===== src/rtl/rf_write_arbiter_if.sv =====
// Writeback request / register-file write port bundle for rf_write_arbiter.
// master = pipeline side (requesters + observer), slave = the arbiter.
interface rf_write_arbiter_if #(
  parameter int DATA_W = 32,
  parameter int ID_W   = 5
);
  logic              hold;
  logic              req0_valid;
  logic              req0_ready;
  logic [ID_W-1:0]   req0_id;
  logic [DATA_W-1:0] req0_data;
  logic              req1_valid;
  logic              req1_ready;
  logic [ID_W-1:0]   req1_id;
  logic [DATA_W-1:0] req1_data;
  logic              write_en;
  logic [ID_W-1:0]   write_id;
  logic [DATA_W-1:0] write_data;
  logic              boost;
  logic              drop_x0;

  modport master (
    output hold, req0_valid, req0_id, req0_data, req1_valid, req1_id, req1_data,
    input  req0_ready, req1_ready, write_en, write_id, write_data, boost, drop_x0
  );

  modport slave (
    input  hold, req0_valid, req0_id, req0_data, req1_valid, req1_id, req1_data,
    output req0_ready, req1_ready, write_en, write_id, write_data, boost, drop_x0
  );
endinterface


===== src/rtl/rf_write_arbiter.sv =====
// Two-requester arbiter for the register file write port: req0 has fixed
// priority, a saturating wait counter boosts req1 after MAX_WAIT lost cycles.
module rf_write_arbiter #(
  parameter int DATA_W   = 32,
  parameter int ID_W     = 5,
  parameter int MAX_WAIT = 4
) (
  input  logic              clk,
  input  logic              reset,
  rf_write_arbiter_if.slave bus
);
  localparam int CNT_W = $clog2(MAX_WAIT + 1);
  localparam logic [CNT_W-1:0] CNT_MAX = CNT_W'(MAX_WAIT);

  typedef enum logic {NORMAL, BOOST} state_t;

  state_t            state;
  logic [CNT_W-1:0]  wait_cnt;
  logic [CNT_W-1:0]  wait_nxt;
  logic              grant0;
  logic              grant1;
  logic              xfer;
  logic [ID_W-1:0]   sel_id;
  logic [DATA_W-1:0] sel_data;
  logic              write_en_q;
  logic [ID_W-1:0]   write_id_q;
  logic [DATA_W-1:0] write_data_q;
  logic              drop_x0_q;

  // Grants depend only on valid/hold/reset and the registered state.
  always_comb begin
    grant0 = 1'b0;
    grant1 = 1'b0;
    if (!reset && !bus.hold) begin
      if (state == BOOST) begin
        grant1 = bus.req1_valid;
        grant0 = bus.req0_valid && !bus.req1_valid;
      end else begin
        grant0 = bus.req0_valid;
        grant1 = bus.req1_valid && !bus.req0_valid;
      end
    end
  end

  always_comb begin
    wait_nxt = '0;
    if (bus.req1_valid && !grant1)
      wait_nxt = (wait_cnt == CNT_MAX) ? wait_cnt : wait_cnt + CNT_W'(1);
  end

  assign xfer     = grant0 || grant1;
  assign sel_id   = grant1 ? bus.req1_id   : bus.req0_id;
  assign sel_data = grant1 ? bus.req1_data : bus.req0_data;

  always_ff @(posedge clk) begin
    if (reset) begin
      state        <= NORMAL;
      wait_cnt     <= '0;
      write_en_q   <= 1'b0;
      write_id_q   <= '0;
      write_data_q <= '0;
      drop_x0_q    <= 1'b0;
    end else begin
      wait_cnt <= wait_nxt;
      case (state)
        NORMAL: if (wait_nxt == CNT_MAX) state <= BOOST;
        BOOST:  if (grant1 || !bus.req1_valid) state <= NORMAL;
        default: state <= NORMAL;
      endcase
      write_en_q <= xfer && (sel_id != '0);
      drop_x0_q  <= xfer && (sel_id == '0);
      if (xfer && (sel_id != '0)) begin
        write_id_q   <= sel_id;
        write_data_q <= sel_data;
      end
    end
  end

  assign bus.req0_ready = grant0;
  assign bus.req1_ready = grant1;
  assign bus.write_en   = write_en_q;
  assign bus.write_id   = write_id_q;
  assign bus.write_data = write_data_q;
  assign bus.drop_x0    = drop_x0_q;
  assign bus.boost      = (state == BOOST);
endmodule


===== src/flat_wrapper.sv =====
// flat-port wrapper written by rule: the top's interface ports become plain ports
module rf_write_arbiter_flat 
#(
  parameter int DATA_W   = 32,
  parameter int ID_W     = 5,
  parameter int MAX_WAIT = 4
)
  (clk, reset, bus_hold, bus_req0_valid, bus_req0_id, bus_req0_data, bus_req1_valid, bus_req1_id, bus_req1_data, bus_req0_ready, bus_req1_ready, bus_write_en, bus_write_id, bus_write_data, bus_boost, bus_drop_x0);
  rf_write_arbiter_if #(.DATA_W(DATA_W), .ID_W(ID_W)) bus_i ();
  input  logic clk;
  input  logic reset;
  input wire logic [$bits(bus_i.hold)-1:0] bus_hold;
  input wire logic [$bits(bus_i.req0_valid)-1:0] bus_req0_valid;
  input wire logic [$bits(bus_i.req0_id)-1:0] bus_req0_id;
  input wire logic [$bits(bus_i.req0_data)-1:0] bus_req0_data;
  input wire logic [$bits(bus_i.req1_valid)-1:0] bus_req1_valid;
  input wire logic [$bits(bus_i.req1_id)-1:0] bus_req1_id;
  input wire logic [$bits(bus_i.req1_data)-1:0] bus_req1_data;
  output wire logic [$bits(bus_i.req0_ready)-1:0] bus_req0_ready;
  output wire logic [$bits(bus_i.req1_ready)-1:0] bus_req1_ready;
  output wire logic [$bits(bus_i.write_en)-1:0] bus_write_en;
  output wire logic [$bits(bus_i.write_id)-1:0] bus_write_id;
  output wire logic [$bits(bus_i.write_data)-1:0] bus_write_data;
  output wire logic [$bits(bus_i.boost)-1:0] bus_boost;
  output wire logic [$bits(bus_i.drop_x0)-1:0] bus_drop_x0;
  assign bus_i.hold = bus_hold;
  assign bus_i.req0_valid = bus_req0_valid;
  assign bus_i.req0_id = bus_req0_id;
  assign bus_i.req0_data = bus_req0_data;
  assign bus_i.req1_valid = bus_req1_valid;
  assign bus_i.req1_id = bus_req1_id;
  assign bus_i.req1_data = bus_req1_data;
  assign bus_req0_ready = bus_i.req0_ready;
  assign bus_req1_ready = bus_i.req1_ready;
  assign bus_write_en = bus_i.write_en;
  assign bus_write_id = bus_i.write_id;
  assign bus_write_data = bus_i.write_data;
  assign bus_boost = bus_i.boost;
  assign bus_drop_x0 = bus_i.drop_x0;
  rf_write_arbiter #(.DATA_W(DATA_W), .ID_W(ID_W), .MAX_WAIT(MAX_WAIT)) u_core (.clk(clk), .reset(reset), .bus(bus_i));
endmodule

===== config.mk =====
export PLATFORM = sky130hd
export DESIGN_NAME = rf_write_arbiter_flat
export DESIGN_NICKNAME = d
export VERILOG_FILES = /design/src/rtl/rf_write_arbiter_if.sv /design/src/rtl/rf_write_arbiter.sv /design/src/flat_wrapper.sv
export SDC_FILE = /design/constraint.sdc
export NUM_CORES = 1
export LEC_CHECK = 0
export CAP_MARGIN = 20
export CORE_MARGIN = 5
export CORE_UTILIZATION = 42
export CTS_CLUSTER_DIAMETER = 80
export CTS_CLUSTER_SIZE = 28
export DETAILED_ROUTE_END_ITERATION = 10
export GPL_ROUTABILITY_DRIVEN = 0
export PLACE_DENSITY = 0.85
export SYNTH_ARGS = -nofsm -noshare
export SYNTH_HDL_FRONTEND = slang
export SYNTH_SLANG_ARGS = --single-unit

===== constraint.sdc =====
create_clock -name clk -period 4.1 [get_ports clk]
set_input_delay 0.41 -clock clk [delete_from_list [all_inputs] [get_ports clk]]
set_output_delay 0.41 -clock clk [all_outputs]
set_load 0.1 [all_outputs]

==> reports/results.env <==
OUTCOME='completed'
VDD.IR_DROP.WORST_mV=0.224
CTS-ROOT-TO-SINK-BUFFERS=2
N_ANTENNA_CELL=0
POST_CTS.RESIZED_INSTANCES=0
POST-ROUTE-DRC-COUNT=0
SYNTHESIS.YOSYS.WARNINGS=0
WORSTREGTOREGCELLS=6
TRITONCTS='done'
YS_TOP_CELLS_BY_AREA='dfxtp_1, mux2i_1, nand2b_1'
WIRELENGTH_MM=5.73
SYNTH.YOSYS.SEQ_AREA_SHARE=0.393
REPORT.FINAL.SETUP_VIOL=0
H-TREE-DEPTH=2
DRT.ANTENNA.VIOLATING_NETS=0
CRITICAL_PATH.REG2REG.STARTPOINT='u_core.bus.boost'
DIE_W_UM=82.2
NETLIST_TOP_CELLS_COUNT='mux2i_1, dfxtp_1, nand2b_1, a21oi_1'
WORSTPATHMAXFANOUT=19
CLKSINKCOUNT=43
TIMING.REG2REG.SETUP_SLACK_PS=2060
SYNTH_TOP_AREA_CELL='dfxtp_1'
MAXCAPVIOLATIONS=0
DRT-WIRELENGTH-PER-CELL_UM=14.2
PLACE_AREA_MM2=0.00342
GRT_MAX_DEGREE=43
ARRIVAL_PS=2040
WORST_SKEW_PAIR.LATE_LATENCY_PS=280
POST_CTS.REPAIR.SETUP_BUFFERS=0
CP.REQUIRED_PS=3690
POWERDENSITY_mW_PER_MM2=330
GRT_FIRST_PASS_WIRELENGTH_MM=8.63
BOUNDARYPINS=121
PORTBUFFERS=120
PLACEMENT_ROWS=26
SYNTH_CELLS=213
DIE_Y_EXTENT_UM=82.2
PLACE_WORST_SETUP_SLACK_PS=1380
NETLIST_AREA_MM2=0.00219
FINALCLOCKSKEW_PS=4.55
DRTITER0DRC=46
POSTSYNTH.ASYNCRESETSHARE=0
TIMING.FINAL.MAX_SLEW_VIOLATIONS=0
PATH_CLASS='input port to output port'
WORST_SETUP_ENDPOINT='bus_req1_ready'
CTSHOLDBUFFERS=0
ROUTE.VIAS.TOTAL=1959
DP_HPWL_MM=4.54
WORSTSETUPENDPOINTTYPE='output port'
CORE-AREA_MM2=0.00507
GRT_PASS1_VIAS=1960
STATIC-LEAKAGE-POWER_nW=1.68
PATH_CLK_SLEW_PS=80
FINALCRITPERIODSHARE=0.598
REG2REG_TO='u_core.bus.write_id[0]'
DESIGN.DIE.AREA_MM2=0.00675
TIMING.SETUP.TNS_PS=0
POSTSYNTH.TOPFLOPCELL='dfxtp_1'
SYNTH_EDF_COUNT=0
FINISH.INSTANCE_AREA_MM2=0.00351
AREA_GROWTH_SYN_TO_LAYOUT_PCT=60.4
FINAL_HOLD_VIOL_COUNT=0
FINAL_LAYOUT_SIZE_SUFFIX_GT1_FRAC=0.0571
YOSYS.CELL_COUNT.TOP_TYPE='mux2i_1'
INITIAL_UTILIZATION=0.431
SYNTHESIZED_FLOP_AND_LATCH_TOTAL=43
FIRSTDRTPASSITERS=4
SYNTHDOMINANTCELLAREASHARE=0.393
DETAIL_ROUTE.VIAS_PER_CELL=4.86
GRT_UTIL_ALL_LAYERS=0.164
SYNTH_AREA_PER_CELL_UM2=10.3
CTS-BUFFERS-INSERTED=5
MAX_CLK_RATE_GHz=0.408
SETUP.WORST_PATH.START='bus_req1_valid'
LAYOUT.CORE_UTILIZATION=0.692
FINALWORSTPATHREQUIREDPERIOD_PS=2450
CP-START-KIND='input port'
TOTAL_NUMBER_OF_NETS_IN_THE_FINAL_DESIGN=413
GR-TOTAL-OVERFLOW=0
MAX_SLEW_HEADROOM=0.331
SYNTH_FP_NETS=294
MIN_PATH_TYPE='register to register'
STDCELL_COUNT=403
ANTENNA_VIOLATIONS_BEFORE_REPAIR=0
GRT_SETUP_UNREPAIRED='false'
WORST_SLACK_PS=1650
PLACED_CELLS=395
WORST_SLEW_PIN_SLEW_PS=1000
YOSYSUNIQUECELLTYPES=32
CTS_ROOT_BUFFER='clkbuf_8'
==> layer usage <==
metal,wire (um),global-route usage,vias up
met1,2200,0.169,910
met4,41,0.0532,0
met3,586,0.0586,2
met2,2900,0.305,70
met5,0,0,-
li1,-,-,977
==> worst min-delay path by stage <==
stage	from	end	slack [ps]	cells after the start
global placement	u_core.bus.write_id[0]	u_core.bus.write_id[0]	460	2
detailed placement	u_core.bus.write_data[12]	u_core.bus.write_data[12]	470	2
global route	u_core.bus.write_data[9]	u_core.bus.write_data[9]	500	2
finish	u_core.bus.write_data[12]	u_core.bus.write_data[12]	480	2
CTS	u_core.bus.write_data[12]	u_core.bus.write_data[12]	480	2
floorplan	u_core.wait_cnt[2]	u_core.wait_cnt[0]	540	2
==> worst max-delay path: stages <==
cell             delay [ps]
clkdlybuf4s50_1         520
nor3b_2                 300
nand2_2                 400
inv_2                   220
buf_12                  190
==> metrics by stage <==
stage	hold WS, ps	power (mW)
4_1_cts	479	1.17
2_1_floorplan	540	0.767
3_5_place_dp	465	0.916
3_3_place_gp	460	0.911
6_report	476	1.16
5_1_grt	504	1.21
==> kinds of logic (layout without fill, tap and decap cells) <==
family          count (synthesis)  count (layout)  share of synthesized area
buf+inv                        18             138                     0.0526
flops                          43              43                      0.393
compound gates                 20              20                     0.0600
simple gates                   62              62                      0.172
mux                            68              68                      0.311
fa+ha+maj                       2               2                     0.0114
==> placed cells by master (no fill, tap or decap), drive strengths merged <==
| master | n |
|---|---|
| clkdlybuf4s50 | 118 |
| mux2i | 68 |
| dfxtp | 43 |
| nand2b | 37 |
| a21oi | 7 |
| clkbuf | 6 |
| buf | 6 |
| inv | 6 |
| o21ai | 6 |
| nand2 | 5 |
| nor2 | 4 |
| nor2b | 3 |
| nand3 | 3 |
| nor3b | 3 |
| a311o | 2 |
| ha | 2 |
| o211ai | 2 |
| nor3 | 1 |
| or3b | 1 |
| nor4 | 1 |
| or2 | 1 |
| and2 | 1 |
| o32ai | 1 |
| and3 | 1 |
| nand3b | 1 |
| o21ba | 1 |
| o21a | 1 |
| clkinvlp | 1 |
| clkinv | 1 |
==> flip-flops by register name, summed over array words and instances (netlist names) <==
| signal | cells |
|---|---|
| u_core.bus.write_id | 5 |
| u_core.bus.boost | 1 |
| u_core.wait_cnt | 3 |
| u_core.bus.drop_x0 | 1 |
| u_core.bus.write_en | 1 |
| u_core.bus.write_data | 32 |
==> report_power, final <==
part	switching (mW)	internal, mW
logic	0.284	0.157
clock network	0.134	0.119
registers	0.0157	0.447
==> area by class of cell <==
cell class | count | area (um2)
sequential | 43 | 861
multi-input combinational | 152 | 1210
clock buffer | 6 | 72.6
inverter | 6 | 22.5
fill | 433 | 1570
timing repair buffer | 124 | 1240
tap | 70 | 87.6
clock inverter | 2 | 12.5
Note: power is estimated with default switching activity, not from simulation.
